### src/rtl/nes_joypad_pkg.sv
// Shared joypad definitions: report button bit positions and shift register geometry.
// Used by the report decoders and by the NES controller port emulation.
package nes_joypad_pkg;

    typedef enum logic [2:0] {
        BTN_A      = 3'd0,
        BTN_B      = 3'd1,
        BTN_SELECT = 3'd2,
        BTN_START  = 3'd3,
        BTN_UP     = 3'd4,
        BTN_DOWN   = 3'd5,
        BTN_LEFT   = 3'd6,
        BTN_RIGHT  = 3'd7
    } btn_idx_e;

    localparam int unsigned BTN_COUNT = 32'd8;
    localparam logic [3:0]  CNT_FULL  = 4'd8;

    // Shift counter step that sticks once all button bits are out.
    function automatic logic [3:0] cnt_step(input logic [3:0] cnt);
        if (cnt == CNT_FULL) begin
            return cnt;
        end else begin
            return cnt + 4'd1;
        end
    endfunction

endpackage

### src/rtl/nes_joypad_shifter.sv
// One controller pad: 4021-style parallel-load shift register with read-edge
// detection, saturating shift counter and registered serial/empty outputs.
module nes_joypad_shifter
    import nes_joypad_pkg::*;
#(
    parameter logic C_FILL_BIT = 1'b1,
    parameter int   C_RD_EDGE  = 0
) (
    input  logic                 i_clk,
    input  logic                 i_rst,
    input  logic                 i_load,
    input  logic [BTN_COUNT-1:0] i_btn,
    input  logic                 i_rd,
    output logic                 o_data,
    output logic                 o_empty
);

    logic [BTN_COUNT-1:0] sr_r;
    logic [BTN_COUNT-1:0] sr_nxt_s;
    logic [3:0]           cnt_r;
    logic [3:0]           cnt_nxt_s;
    logic                 rd_d_r;
    logic                 arm_r;
    logic                 rd_edge_s;
    logic                 data_r;
    logic                 empty_r;

    // Read-edge detect; arm_r masks the first cycle after reset so a strobe
    // already high at release is never mistaken for an edge.
    always_comb begin
        rd_edge_s = 1'b0;
        if (C_RD_EDGE != 32'sd0) begin
            rd_edge_s = arm_r & i_rd & ~rd_d_r;
        end else begin
            rd_edge_s = arm_r & ~i_rd & rd_d_r;
        end
    end

    // Next shift state: parallel load beats any coincident read edge.
    always_comb begin
        sr_nxt_s  = sr_r;
        cnt_nxt_s = cnt_r;
        if (i_load) begin
            sr_nxt_s  = i_btn;
            cnt_nxt_s = 4'd0;
        end else if (rd_edge_s) begin
            sr_nxt_s  = {C_FILL_BIT, sr_r[BTN_RIGHT:1]};
            cnt_nxt_s = cnt_step(cnt_r);
        end else begin
            sr_nxt_s  = sr_r;
            cnt_nxt_s = cnt_r;
        end
    end

    // Pad state and output registers.
    always_ff @(posedge i_clk) begin
        if (i_rst) begin
            sr_r    <= '0;
            cnt_r   <= 4'd0;
            rd_d_r  <= 1'b0;
            arm_r   <= 1'b0;
            data_r  <= 1'b0;
            empty_r <= 1'b0;
        end else begin
            sr_r    <= sr_nxt_s;
            cnt_r   <= cnt_nxt_s;
            rd_d_r  <= i_rd;
            arm_r   <= 1'b1;
            data_r  <= sr_nxt_s[BTN_A];
            empty_r <= (cnt_nxt_s == CNT_FULL);
        end
    end

    assign o_data  = data_r;
    assign o_empty = empty_r;

endmodule

### src/rtl/nes_joypad_port.sv
// NES $4016/$4017 controller port emulation: shared strobe latch driving two
// independent pad shifters fed from live USB-derived button state.
module nes_joypad_port
    import nes_joypad_pkg::*;
#(
    parameter logic C_FILL_BIT = 1'b1,
    parameter int   C_RD_EDGE  = 0
) (
    input  logic                 i_clk,
    input  logic                 i_rst,
    input  logic [BTN_COUNT-1:0] i_btn0,
    input  logic [BTN_COUNT-1:0] i_btn1,
    input  logic                 i_wr,
    input  logic                 i_wr_data,
    input  logic                 i_rd0,
    input  logic                 i_rd1,
    output logic                 o_data0,
    output logic                 o_data1,
    output logic                 o_empty0,
    output logic                 o_empty1
);

    logic strobe_r;
    logic load_s;

    // Strobe latch written through $4016 bit 0.
    always_ff @(posedge i_clk) begin
        if (i_rst) begin
            strobe_r <= 1'b0;
        end else if (i_wr) begin
            strobe_r <= i_wr_data;
        end else begin
            strobe_r <= strobe_r;
        end
    end

    // The write cycle itself also loads, so a 1->0 strobe never loses a sample.
    assign load_s = strobe_r | i_wr;

    nes_joypad_shifter #(
        .C_FILL_BIT (C_FILL_BIT),
        .C_RD_EDGE  (C_RD_EDGE)
    ) u_pad0 (
        .i_clk   (i_clk),
        .i_rst   (i_rst),
        .i_load  (load_s),
        .i_btn   (i_btn0),
        .i_rd    (i_rd0),
        .o_data  (o_data0),
        .o_empty (o_empty0)
    );

    nes_joypad_shifter #(
        .C_FILL_BIT (C_FILL_BIT),
        .C_RD_EDGE  (C_RD_EDGE)
    ) u_pad1 (
        .i_clk   (i_clk),
        .i_rst   (i_rst),
        .i_load  (load_s),
        .i_btn   (i_btn1),
        .i_rd    (i_rd1),
        .o_data  (o_data1),
        .o_empty (o_empty1)
    );

endmodule

### config.mk
export PLATFORM = sky130hd
export DESIGN_NAME = nes_joypad_port
export DESIGN_NICKNAME = d
export VERILOG_FILES = /design/src/rtl/nes_joypad_pkg.sv /design/src/rtl/nes_joypad_shifter.sv /design/src/rtl/nes_joypad_port.sv
export SDC_FILE = /design/constraint.sdc
export NUM_CORES = 1
export LEC_CHECK = 0
export ABC_AREA = 1
export CORE_AREA = 2 2 45 89
export DETAILED_ROUTE_END_ITERATION = 10
export DIE_AREA = 0 0 47 91
export HOLD_SLACK_MARGIN = 0.1
export PLACE_DENSITY = 0.65
export SYNTH_ARGS = -nofsm -noshare
export SYNTH_HDL_FRONTEND = slang
export SYNTH_SLANG_ARGS = --single-unit
### constraint.sdc
create_clock -name i_clk -period 2.47 [get_ports i_clk]
set_input_delay 0.3705 -clock i_clk [delete_from_list [all_inputs] [get_ports i_clk]]
set_output_delay 0.3705 -clock i_clk [all_outputs]
set_load 0.02 [all_outputs]
[Word level (Yosys, flattened, before mapping)]
Index checks and enable logic that the tools add are counted.
Cells by class
  add/sub/neg operators: 2
  equal/unequal tests: 4
  mux-type cells: 11
  bitwise logic cells: 7
  reduce and logical (&&, ||, !) cells: 2
Operator list (number)
  8-bit 2-to-1 mux: 4
  4-bit 2-to-1 mux: 6
  4-bit == test, second input constant: 4
  4-bit by 1-bit adder with 4-bit output, second input constant: 2
  1-bit AND: 4
  2-bit nonzero test: 2
  1-bit NOT: 2
  1-bit 2-to-1 mux: 1
  1-bit bitwise OR: 1
Storage, ports and cells
  register bits: 30
  input port bits: 22
  logic and storage cells: 38

[Logic depth before layout (Yosys ltp)]
  depth in word-level cells: 6
  gate-level depth with buffers: 8

[Modules after synthesis]
From an unflattened synthesis, not the netlist that was laid out.
Second synthesis, totals
  cells, all modules: 190
  area, all modules: 1387.6 µm²
Modules (own cells, without submodules)
  nes_joypad_shifter: times used 2, cells an instance 91, area each 670.6 µm², seq. area each 300.3 µm²
  nes_joypad_port: times used 1, cells an instance 8, area each 46.3 µm², seq. area each 20.0 µm²

[Least setup slack after synthesis]
Ideal clock, no wire load.
  path kind: reg2reg
  start: reg u_pad1.cnt_r[0]
  end: reg u_pad1.empty_r, in the netlist u_pad1.o_empty
  library setup time: 0.064 ns
  arrival time: 1.041 ns
  data required time: 2.406 ns
  slack: 1.365 ns
  cell stages (with the launch flop): 6
  path through: dfxtp_1 > inv_1 > ha_1 > o21ai_0 > nand2_1 > nor2_1
On the way
  word-level cells in the longest chain between the ends: 5
RTL lines
  start, declared: line nes_joypad_shifter.sv:20  | logic [3:0] cnt_r;
  start signal, assigned: line nes_joypad_shifter.sv:66  | cnt_r <= cnt_nxt_s;
  4-bit by 1-bit adder with 4-bit output / 4-bit == test (equally long branches): line nes_joypad_pkg.sv:24, nes_joypad_pkg.sv:21
  4-bit 2-to-1 mux: line nes_joypad_pkg.sv:21  | if (cnt == CNT_FULL) begin
  4-bit 2-to-1 mux (*): line nes_joypad_shifter.sv:46  | end else if (rd_edge_s) begin
  4-bit 2-to-1 mux (*): line nes_joypad_shifter.sv:43  | if (i_load) begin
  4-bit == test (*): line nes_joypad_shifter.sv:70  | empty_r <= (cnt_nxt_s == CNT_FULL);
  end signal, assigned: line nes_joypad_shifter.sv:70
  end, declared: line nes_joypad_shifter.sv:26  | logic empty_r;
Every way passes the cells marked *; elsewhere a longest branch is shown, timed or not.
A chain may end at the register's enable or synchronous reset.

[Final worst setup path]
  start: in i_wr
  end: reg u_pad1.empty_r, in the netlist u_pad1.o_empty
On the way
  word-level cells in the longest chain between the ends: 3
RTL lines
  start, declared: line nes_joypad_port.sv:13  | input logic i_wr,
  1-bit bitwise OR: line nes_joypad_port.sv:38  | assign load_s = strobe_r | i_wr;
  4-bit 2-to-1 mux: line nes_joypad_shifter.sv:43
  4-bit == test: line nes_joypad_shifter.sv:70
Every way passes these cells.

==> out/metrics.csv <==
metric,value,unit
status,completed,
CP Capture Type,flip-flop,
Worst VDD drop,414,uV
Comb power frac,0.131,
CTS Hold Bufs,0,
Slew @ Worst Pin,0.363,ns
#FFs+latches synth,30,
fin crit share,0.662,
num ports,26,
CTS Root Cell,clkbuf_8,
Pleak,0.759,nW
initial antenna violation count,0,
Routed Wire Length,2.96,mm
Starting Density,0.393,
GPL Wtd Cong,0.838,
net load switching power,278,uW
diodes inserted,0,
DP Wirelength,2.13,mm
core area,3570,um2
Synth Area in Simple Gates,0.363,
adder and majority gate portion of the synthesized area,0.0357,
largest family of logic cells by synthesized area,simple AND/OR/NAND/NOR gates,
Synth cell types,22,
Post-synth top cells,"nand2_1, dfxtp_1, nor2_1",
crit path max-delay cell type,clkdlybuf4s50_1,
Slew HR,0.758,
CP max stage delay,0.50,ns
Worst setup SP type,input pin,
Compound-Gate Fraction of Synth Area,0.0865,
post-CTS setup buffer count,0,
setup TNS,0,ns
vias in the first global route,1169,
"Max FO, Critical Path",27,
XOR/XNOR Fraction of Synth Area,0,
placed inst area,1670,um2
Final Max Slew Viols,0,
vias,1277,
multiplexer area fraction after synthesis,0,
sw frac,0.257,
port bufs,25,
Residual DRC,0,
post-route antenna net violation count,0,
vias per cell,4.66,
largest net degree at the start of global routing,28,
FILL cells,366,
synth warn,0,
Final min period,1.63,ns
first-pass GRT wire length,5.01,mm
Post-synth EDFFs,0,
Crit path required time,2.65,ns
top-count cell post-synth,nand2_1,
die footprint,4280,um2
CP bufs+invs,2,
DRT iter0 DRCs,21,
max-cap violations,0,
Rows,31,
Synth top area share,0.428,
Syn Inst Count,198,
worst hold path type,reg -> reg,
post-CTS sizing,0,
Clock Tree Buf Depth,2,
CTS tree,done,
gr ovfl total,0,
crit path DAT,1.82,ns
sequential area share after synthesis,0.428,
Sink Count,30,
TritonRoute pass-1 iters,4,
fin area,1770,um2
CP Cell Sequence,clkdlybuf4s50_1 > nor2_8 > inv_2 > a21oi_1 > o21ai_0 > nand2_1 > nor2_1,
count of final setup violators,0,
Reg power frac,0.489,
clk_lat worst skew,0.28,ns
WL per Instance,10.8,um
Total GRT Usage,0.160,
Clk network pwr share,0.379,
# nets final,250,
"FFs w/ async S/R, synth",0,
Final Hold Fails,0,
Crit path max-delay family,buffers and inverters,
Int Power,803,uW
layout cell share with drive strength beyond 1,0.0711,
Chip Width,47,um
unrepaired setup endpoints after global routing,false,
WHS,0.483,ns
Syn Std Cell Area,1400,um2
clk_skew,0.00898,ns
CTS H-tree lvls,2,
ranking of synthesized cells by area,"dfxtp_1, nand2_1, nand3_1",
Cell Pwr Density,612,nW/um2
post-layout util,0.495,
prevailing post-synth register cell,dfxtp_1,
Tot Pwr,1.08,mW
die height,91,um
fmax,0.612,GHz
Layout area overhead,26.0,%
Post-Syn Area per Cell,7.08,um2
cts bufs inserted,5,
Setup CP Type,in -> reg,
Worst-path clk slew,0.07,ns
Yosys top cell by area,dfxtp_1,
syn nets,224,
final timing paths:
check / depth (start not counted) / slack [ns] / start / to
worst max register to register: 6 / 1.08 / strobe_r / u_pad1.o_empty
worst min-delay path: 2 / 0.48 / u_pad1.sr_r[1] / u_pad1.o_data
worst min register to register: 2 / 0.48 / u_pad1.sr_r[1] / u_pad1.o_data
worst max-delay path: 7 / 0.84 / i_wr / u_pad1.o_empty
flip-flops by register name (all words and copies together) (netlist names):
register / flops
u_pad1.rd_d_r: 1
u_pad0.arm_r: 1
u_pad1.cnt_r: 4
u_pad0.o_empty: 1
u_pad1.o_empty: 1
u_pad0.sr_r: 7
u_pad0.cnt_r: 4
u_pad0.o_data: 1
u_pad1.o_data: 1
strobe_r: 1
u_pad0.rd_d_r: 1
u_pad1.sr_r: 7
cells in the final DEF, fill, tap and decap left out, types with 4 or more instances in the layout:
master           Yosys  final
ha_1                 4      4
inv_1               18     18
nand3_1             27     27
nor2_1              30     30
clkbuf_8             0      6
o21ai_0             13     13
dfxtp_1             30     30
clkdlybuf4s50_1      0     25
nand2_1             50     50
layer usage:
metal	track usage	share of wire	wire, um
met5	0	0	0
met2	0.248	0.51	1520
met3	0.0417	0.026	76
met1	0.190	0.44	1300
met4	0.0856	0.023	68
layout make-up:
class / instances / area [um2] / area share
clock inverters: 2 / 12.5 / 0.00708
inverters: 19 / 71.3 / 0.0404
repair buffers: 26 / 258 / 0.146
well taps: 49 / 61.3 / 0.0347
flip-flops and latches: 30 / 601 / 0.340
multi-input cells: 142 / 681 / 0.385
clock buffers: 6 / 82.6 / 0.0467
through the flow:
step | setup WS, ns | std cells
floorplan | 1.37 | 198
global placement | 0.566 | 266
detailed placement | 0.528 | 266
CTS | 0.825 | 274
global route | 0.693 | 274
finish | 0.835 | 274
cell families (layout without fill, tap and decap cells):
kind of cell	count (synthesis)	in the layout
buf+inv	26	53
flops	30	30
compound gates	23	23
fa+ha+maj	4	4
simple gates	115	115
power by group through the flow:
| stage | combinational, mW | clock, mW | sequential [mW] |
|---|---|---|---|
| after floorplan | 0.0882 | 0 | 0.539 |
| after global placement | 0.142 | 0 | 0.539 |
| after detailed placement | 0.143 | 0 | 0.539 |
| after CTS | 0.144 | 0.422 | 0.529 |
| after global routing | 0.161 | 0.449 | 0.531 |
| final | 0.142 | 0.410 | 0.529 |
worst min-delay path, stage by stage (launching register included):
cell	delay, ns
dfxtp_1	0.31
nand2_1	0.06
a31oi_1	0.07
No activity file was read; power rests on OpenSTA's default activity.
